==> src/rtl/definitions_pkg.sv <==
// Shared UART definitions: transmitter state and parity encodings, frame-length
// limits and the timing constants used by benches.
package definitions_pkg;

  localparam int CLOCK_PERIOD_NANOS = 10;
  localparam int DIVISOR            = 3;

  localparam int TX_MIN_BITS = 5;
  localparam int TX_MAX_BITS = 9;

  typedef enum logic [2:0] {IDLE, START, DATA, PARITY, STOP} tx_state_e;

  typedef enum logic [1:0] {
    NONE = 2'b00,
    EVEN = 2'b01,
    ODD  = 2'b10,
    MARK = 2'b11
  } parity_e;

endpackage

==> src/rtl/uart_tx_fifo.sv <==
// Synchronous show-ahead FIFO for the UART transmitter; rdata is the head entry
// whenever empty is low, and full is a registered flag.
module uart_tx_fifo #(
  parameter int DATA_W     = 9,
  parameter int FIFO_DEPTH = 8
) (
  input  logic                        clk,
  input  logic                        rstN,
  input  logic                        push,
  input  logic                        pop,
  input  logic [DATA_W-1:0]           wdata,
  output logic [DATA_W-1:0]           rdata,
  output logic                        full,
  output logic                        empty,
  output logic [$clog2(FIFO_DEPTH):0] count
);

  localparam int AW = $clog2(FIFO_DEPTH);

  logic [DATA_W-1:0] mem [FIFO_DEPTH];
  logic [AW-1:0]     wr_ptr;
  logic [AW-1:0]     rd_ptr;
  logic [AW:0]       count_d;
  logic              do_push;
  logic              do_pop;

  assign do_push = push && !full;
  assign do_pop  = pop && !empty;
  assign empty   = (count == '0);
  assign rdata   = mem[rd_ptr];

  always_comb begin
    count_d = count;
    if (do_push && !do_pop)
      count_d = count + (AW+1)'(1);
    else if (!do_push && do_pop)
      count_d = count - (AW+1)'(1);
  end

  // Full is taken from the next count so tx_ready never sees tx_valid combinationally.
  always_ff @(posedge clk or negedge rstN) begin
    if (!rstN) begin
      wr_ptr <= '0;
      rd_ptr <= '0;
      count  <= '0;
      full   <= 1'b0;
    end else begin
      if (do_push) wr_ptr <= wr_ptr + AW'(1);
      if (do_pop)  rd_ptr <= rd_ptr + AW'(1);
      count <= count_d;
      full  <= (count_d == (AW+1)'(FIFO_DEPTH));
    end
  end

  always_ff @(posedge clk) begin
    if (do_push) mem[wr_ptr] <= wdata;
  end

endmodule

==> src/rtl/uart_tx_param.sv <==
// FIFO-buffered UART transmitter with per-frame data length (5..9), parity mode
// and stop-bit count, latched when each word is popped.
module uart_tx_param
  import definitions_pkg::*;
#(
  parameter int DATA_W     = 9,
  parameter int OVERSAMPLE = 16,
  parameter int FIFO_DEPTH = 8
) (
  input  logic                        clk,
  input  logic                        rstN,
  input  logic                        s_tick,
  input  logic                        tx_valid,
  output logic                        tx_ready,
  input  logic [DATA_W-1:0]           tx_data,
  input  logic [3:0]                  cfg_data_bits,
  input  logic [1:0]                  cfg_parity,
  input  logic                        cfg_stop2,
  output logic                        busy,
  output logic                        done,
  output logic                        err,
  output logic [$clog2(FIFO_DEPTH):0] fifo_count,
  output logic                        tx_out
);

  localparam int            TW        = (OVERSAMPLE > 1) ? $clog2(OVERSAMPLE) : 1;
  localparam logic [TW-1:0] TICK_LAST = TW'(OVERSAMPLE - 1);

  tx_state_e         state, state_d;
  logic [TW-1:0]     tick_cnt, tick_d;
  logic [3:0]        bit_cnt, bit_d;
  logic [DATA_W-1:0] shreg, shreg_d;
  logic [3:0]        nbits, nbits_d;
  parity_e           par_mode, par_mode_d;
  logic              stop2, stop2_d;
  logic              par_bit, par_bit_d;
  logic              tx_d;
  logic              pop;
  logic              bit_end;
  logic              cfg_ok;
  logic              full;
  logic              empty;
  logic [DATA_W-1:0] head;

  function automatic logic calc_parity(input logic [DATA_W-1:0] d, input logic [3:0] n,
                                       input parity_e mode);
    logic x;
    x = 1'b0;
    for (int i = 0; i < DATA_W; i++)
      if (i < int'(n)) x = x ^ d[i];
    case (mode)
      EVEN:    calc_parity = x;
      ODD:     calc_parity = ~x;
      default: calc_parity = 1'b1;
    endcase
  endfunction

  uart_tx_fifo #(
    .DATA_W     (DATA_W),
    .FIFO_DEPTH (FIFO_DEPTH)
  ) u_fifo (
    .clk   (clk),
    .rstN  (rstN),
    .push  (tx_valid && tx_ready),
    .pop   (pop),
    .wdata (tx_data),
    .rdata (head),
    .full  (full),
    .empty (empty),
    .count (fifo_count)
  );

  assign tx_ready = !full;
  assign busy     = (state != IDLE) || !empty;
  assign bit_end  = s_tick && (tick_cnt == TICK_LAST);
  assign cfg_ok   = (cfg_data_bits >= 4'(TX_MIN_BITS)) && (cfg_data_bits <= 4'(TX_MAX_BITS));

  always_comb begin
    state_d    = state;
    tick_d     = tick_cnt;
    bit_d      = bit_cnt;
    shreg_d    = shreg;
    nbits_d    = nbits;
    par_mode_d = par_mode;
    stop2_d    = stop2;
    par_bit_d  = par_bit;
    pop        = 1'b0;
    done       = 1'b0;
    err        = 1'b0;
    tx_d       = 1'b1;

    if (s_tick) tick_d = bit_end ? '0 : tick_cnt + TW'(1);

    unique case (state)
      IDLE: begin
        if (!empty) begin
          pop = 1'b1;
          if (cfg_ok) begin
            state_d    = START;
            tick_d     = '0;
            bit_d      = '0;
            shreg_d    = head;
            nbits_d    = cfg_data_bits;
            par_mode_d = parity_e'(cfg_parity);
            stop2_d    = cfg_stop2;
            par_bit_d  = calc_parity(head, cfg_data_bits, parity_e'(cfg_parity));
          end else begin
            err = 1'b1;
          end
        end
      end
      START: begin
        if (bit_end) begin
          state_d = DATA;
          bit_d   = '0;
        end
      end
      DATA: begin
        if (bit_end) begin
          if (bit_cnt == nbits - 4'd1) begin
            state_d = (par_mode != NONE) ? PARITY : STOP;
            bit_d   = '0;
          end else begin
            bit_d   = bit_cnt + 4'd1;
            shreg_d = shreg >> 1;
          end
        end
      end
      PARITY: begin
        if (bit_end) begin
          state_d = STOP;
          bit_d   = '0;
        end
      end
      STOP: begin
        if (bit_end) begin
          if (bit_cnt == {3'b000, stop2}) begin
            state_d = IDLE;
            done    = 1'b1;
          end else begin
            bit_d = bit_cnt + 4'd1;
          end
        end
      end
      default: state_d = IDLE;
    endcase

    // The line level is registered from the state being entered.
    unique case (state_d)
      START:   tx_d = 1'b0;
      DATA:    tx_d = shreg_d[0];
      PARITY:  tx_d = par_bit_d;
      default: tx_d = 1'b1;
    endcase
  end

  always_ff @(posedge clk or negedge rstN) begin
    if (!rstN) begin
      state    <= IDLE;
      tick_cnt <= '0;
      bit_cnt  <= '0;
      tx_out   <= 1'b1;
    end else begin
      state    <= state_d;
      tick_cnt <= tick_d;
      bit_cnt  <= bit_d;
      tx_out   <= tx_d;
    end
  end

  always_ff @(posedge clk) begin
    shreg    <= shreg_d;
    nbits    <= nbits_d;
    par_mode <= par_mode_d;
    stop2    <= stop2_d;
    par_bit  <= par_bit_d;
  end

endmodule

==> config.mk <==
export PLATFORM = sky130hd
export DESIGN_NAME = uart_tx_param
export DESIGN_NICKNAME = d
export VERILOG_FILES = /design/src/rtl/definitions_pkg.sv /design/src/rtl/uart_tx_fifo.sv /design/src/rtl/uart_tx_param.sv
export SDC_FILE = /design/constraint.sdc
export NUM_CORES = 1
export LEC_CHECK = 0
export BUFFER_PORTS_ARGS = -buffer_cell sky130_fd_sc_hd__buf_4
export CORE_ASPECT_RATIO = 1.4
export CORE_MARGIN = 4
export CORE_UTILIZATION = 50
export DETAILED_ROUTE_END_ITERATION = 10
export GPL_ROUTABILITY_DRIVEN = 0
export PLACE_DENSITY = 0.74
export SLEW_MARGIN = 10
export SYNTH_ARGS = -nofsm -noshare
export SYNTH_HDL_FRONTEND = slang
export SYNTH_SLANG_ARGS = --single-unit
==> constraint.sdc <==
create_clock -name clk -period 2.9 [get_ports clk]
set_input_delay 0.435 -clock clk [delete_from_list [all_inputs] [get_ports clk]]
set_output_delay 0.435 -clock clk [all_outputs]
set_load 0.02 [all_outputs]
==> flow_metrics.py <==
metrics = {
    "critical_path": {
        "worst_setup_path_start_kind": "flip-flop",
        "cp_data_arrival_time_ns": 2.93,
        "cp-end-kind": "flip-flop",
        "critical_path_required_ns": 3.17,
        "crit_type": "flip-flop to flip-flop",
        "critPathMaxFanout": 6,
    },
    "finish": {
        "fin_cells": 531,
        "multiInputGateArea_sq_mm": 0.00166,
        "fill_cells": 769,
        "synthToLayoutAreaGrowth_pct": 14.6,
        "final_nets": 420,
        "n_antenna_cell": 0,
        "drive_above_1_share": 0.187,
        "regArea_sq_mm": 0.00323,
    },
    "clocking": {
        "cts_setup_buffers": 0,
        "root_buffer": "clkbuf_16",
        "cts_sinks": 112,
        "numCtsBuffers": 9,
        "path_clk_slew_ns": 0.07,
        "htree_levels": 3,
        "clock_path_buffers": 2,
        "cts_tree": "yes",
        "clk_latency_ns": 0.35,
    },
    "power_and_ir_drop": {
        "peakVddDrop_uv": 373,
        "p_per_area_mw_per_mm2": 942,
        "p_leak_nw": 2.15,
    },
    "logic_synthesis": {
        "synth_nets": 379,
        "ys_top_cells_by_count": "87 x edfxtp_1, 29 x nor2_1, 28 x nand2_1",
        "ys_seq_area_frac": 0.644,
        "synth_area_leader_cell": "edfxtp_1",
        "synth_area_sq_mm": 0.00501,
        "avgSynthCellArea_sq_um": 14.3,
        "synth_most_common_cell": "edfxtp_1",
        "syn_inst": 350,
        "yosys.cell_types.count": 53,
        "synth-async-reset-ratio": 0.205,
        "synthFlopType": "edfxtp_1",
        "synth_top_area_frac": 0.521,
        "ys_top_cells_by_area": "edfxtp_1 52%, dfrtp_1 11%, mux2i_1 5.2%, mux4_2 4.0%, ha_1 2.2%",
        "ys_warn_count": 0,
        "synth_edf_count": 87,
        "synth-seq-cells": 112,
    },
    "drt": {
        "dr.pass1.iters": 6,
        "route.antenna.remaining_nets": 0,
        "wl_per_cell_um": 17.7,
        "vias": 2925,
        "via_per_inst": 5.51,
        "wl_um": 9420,
        "drtIter0Drc": 128,
        "drc": 0,
    },
    "sta": {
        "relSlewSlack": 0.684,
        "fin_crit_ns": 2.66,
        "finClkSkew_ns": 0.00640,
        "period_share": 0.916,
        "finalHoldViolCount": 0,
        "rsz0062_at_grt": "false",
        "drv_slew": 0,
        "setup_viol": 0,
        "clock.fmax_mhz": 376,
        "setup-tns-final_ns": 0,
        "worst_pin_slew_ns": 0.474,
    },
    "run_status": {
        "run_status": "finished, final reports clean",
    },
    "floorplanning": {
        "rows": 43,
        "core_sq_mm": 0.00985,
        "die_w_um": 92.6,
        "initial_utilization": 0.509,
        "ios": 29,
        "die_h_um": 126,
        "die_area_sq_mm": 0.0117,
    },
    "flow_run": {
        "maxCapViolations": 0,
    },
    "global_route": {
        "track_usage": 0.172,
        "grt_pass1_vias": 3042,
        "antenna_found_initial": 0,
        "grt_start_max_net_pins": 30,
        "overflow": 0,
        "grt_pass1_wl_um": 15400,
    },
    "placement": {
        "numPlacedInstances": 514,
        "place.port_buffers": 28,
        "hpwl_um": 6460,
    },
    "hold_path": {
        "hp-class": "primary input to flip-flop",
    },
}
[worst paths after layout]
path,from,end,slack [ns],cells after the start
max in group asynchronous,rstN,tx_out,2.09,2
hold reg to reg,shreg[0],shreg[0],0.52,1
setup reg to reg,u_fifo.rd_ptr[1],par_bit,0.24,9
min in group asynchronous,rstN,tick_cnt[3],0.52,2
hold / removal,cfg_stop2,stop2,0.26,1
setup / recovery,u_fifo.rd_ptr[1],par_bit,0.24,9
[worst max-delay path, cell delays in order (launching register included)]
cell     delay [ns]
dfrtp_1        0.46
buf_4          0.19
mux4_1         0.56
mux2i_1        0.36
or3_1          0.18
nand3_1        0.09
xnor2_1        0.20
xnor3_1        0.26
mux2i_1        0.13
a21oi_1        0.16
[layout by cell type (no fill, tap or decap), types with 2 or more instances in the layout]
cell,synthesis,layout
dfrtp_1,22,22
nor3_1,8,8
or4_1,2,2
o211ai_1,2,2
nand2_1,28,28
nand3_1,5,5
a21oi_1,9,9
nand4_1,3,3
and3_1,2,2
mux4_2,9,9
nor2_1,29,29
xor2_1,7,7
edfxtp_1,87,87
ha_1,9,9
clkbuf_16,0,9
mux2i_1,26,26
inv_1,10,10
dfxtp_1,2,2
inv_6,0,2
mux4_1,4,4
nand2b_1,10,10
a31oi_1,2,2
and4_1,2,2
xnor2_1,11,11
or3_1,3,3
o21ai_0,17,17
buf_4,2,42
clkinvlp_4,0,2
o31ai_1,3,3
[flip-flops by register name, summed over array words and instances (netlist names), 2 cells and up]
| signal | count |
|---|---|
| bit_cnt | 4 |
| nbits | 4 |
| par_mode | 2 |
| shreg | 9 |
| state | 3 |
| tick_cnt | 4 |
| u_fifo.count | 4 |
| u_fifo.mem | 72 |
| u_fifo.rd_ptr | 3 |
| u_fifo.wr_ptr | 3 |
[what timing repair did]
item / CTS / global route
gates resized for setup: 0 / 0
hold buffers: 1 / 0
hold endpoints to repair: 22 / 0
[per-layer routing]
metal	vias to the layer above	GRT usage	wire length, um
met5	-	0	0
met4	0	0.0759	206
met3	16	0.0243	306
met2	49	0.298	4980
met1	1461	0.214	3930
li1	1399	-	-
[per-stage QoR]
| stage | hold slack (ns) | setup slack, ns | total power (W) | area (sq um) | utilization |
|---|---|---|---|---|---|
| after floorplan | 0.139 | 0.528 | 0.00369 | 5010 | - |
| after global placement | 0.353 | 0.352 | 0.00415 | 5430 | 0.552 |
| after detailed placement | 0.353 | 0.259 | 0.00421 | 5430 | 0.552 |
| after CTS | 0.253 | 0.245 | 0.00546 | 5740 | 0.583 |
| after global routing | 0.254 | 0.0546 | 0.00573 | 5740 | 0.583 |
| final | 0.264 | 0.244 | 0.00541 | 5740 | 0.583 |
[cell type report]
type,instances,share of cell area
clock buffer,9,0.0392
clock inverter,7,0.0135
inverter,10,0.00654
multi-input combinational,214,0.289
sequential,112,0.562
tap,135,0.0294
timing repair buffer,44,0.0601
[cells by family after synthesis]
kind of cell,synth area share
and+or+nand+nor,0.0974
buffers and inverters,0.0247
muxes,0.116
AOI/OAI and AO/OA,0.0564
adders and majority gates,0.0225
xor gates and xnor gates,0.0392
DFF,0.644
[where the power goes]
part / internal [W] / switching [W] / total (W)
clock network: 0.000680 / 0.000576 / 0.00126
logic: 0.000942 / 0.000940 / 0.00188
registers: 0.00204 / 0.000232 / 0.00228
total: 0.00366 / 0.00175 / 0.00541
Note: power is estimated with default switching activity, not from simulation.
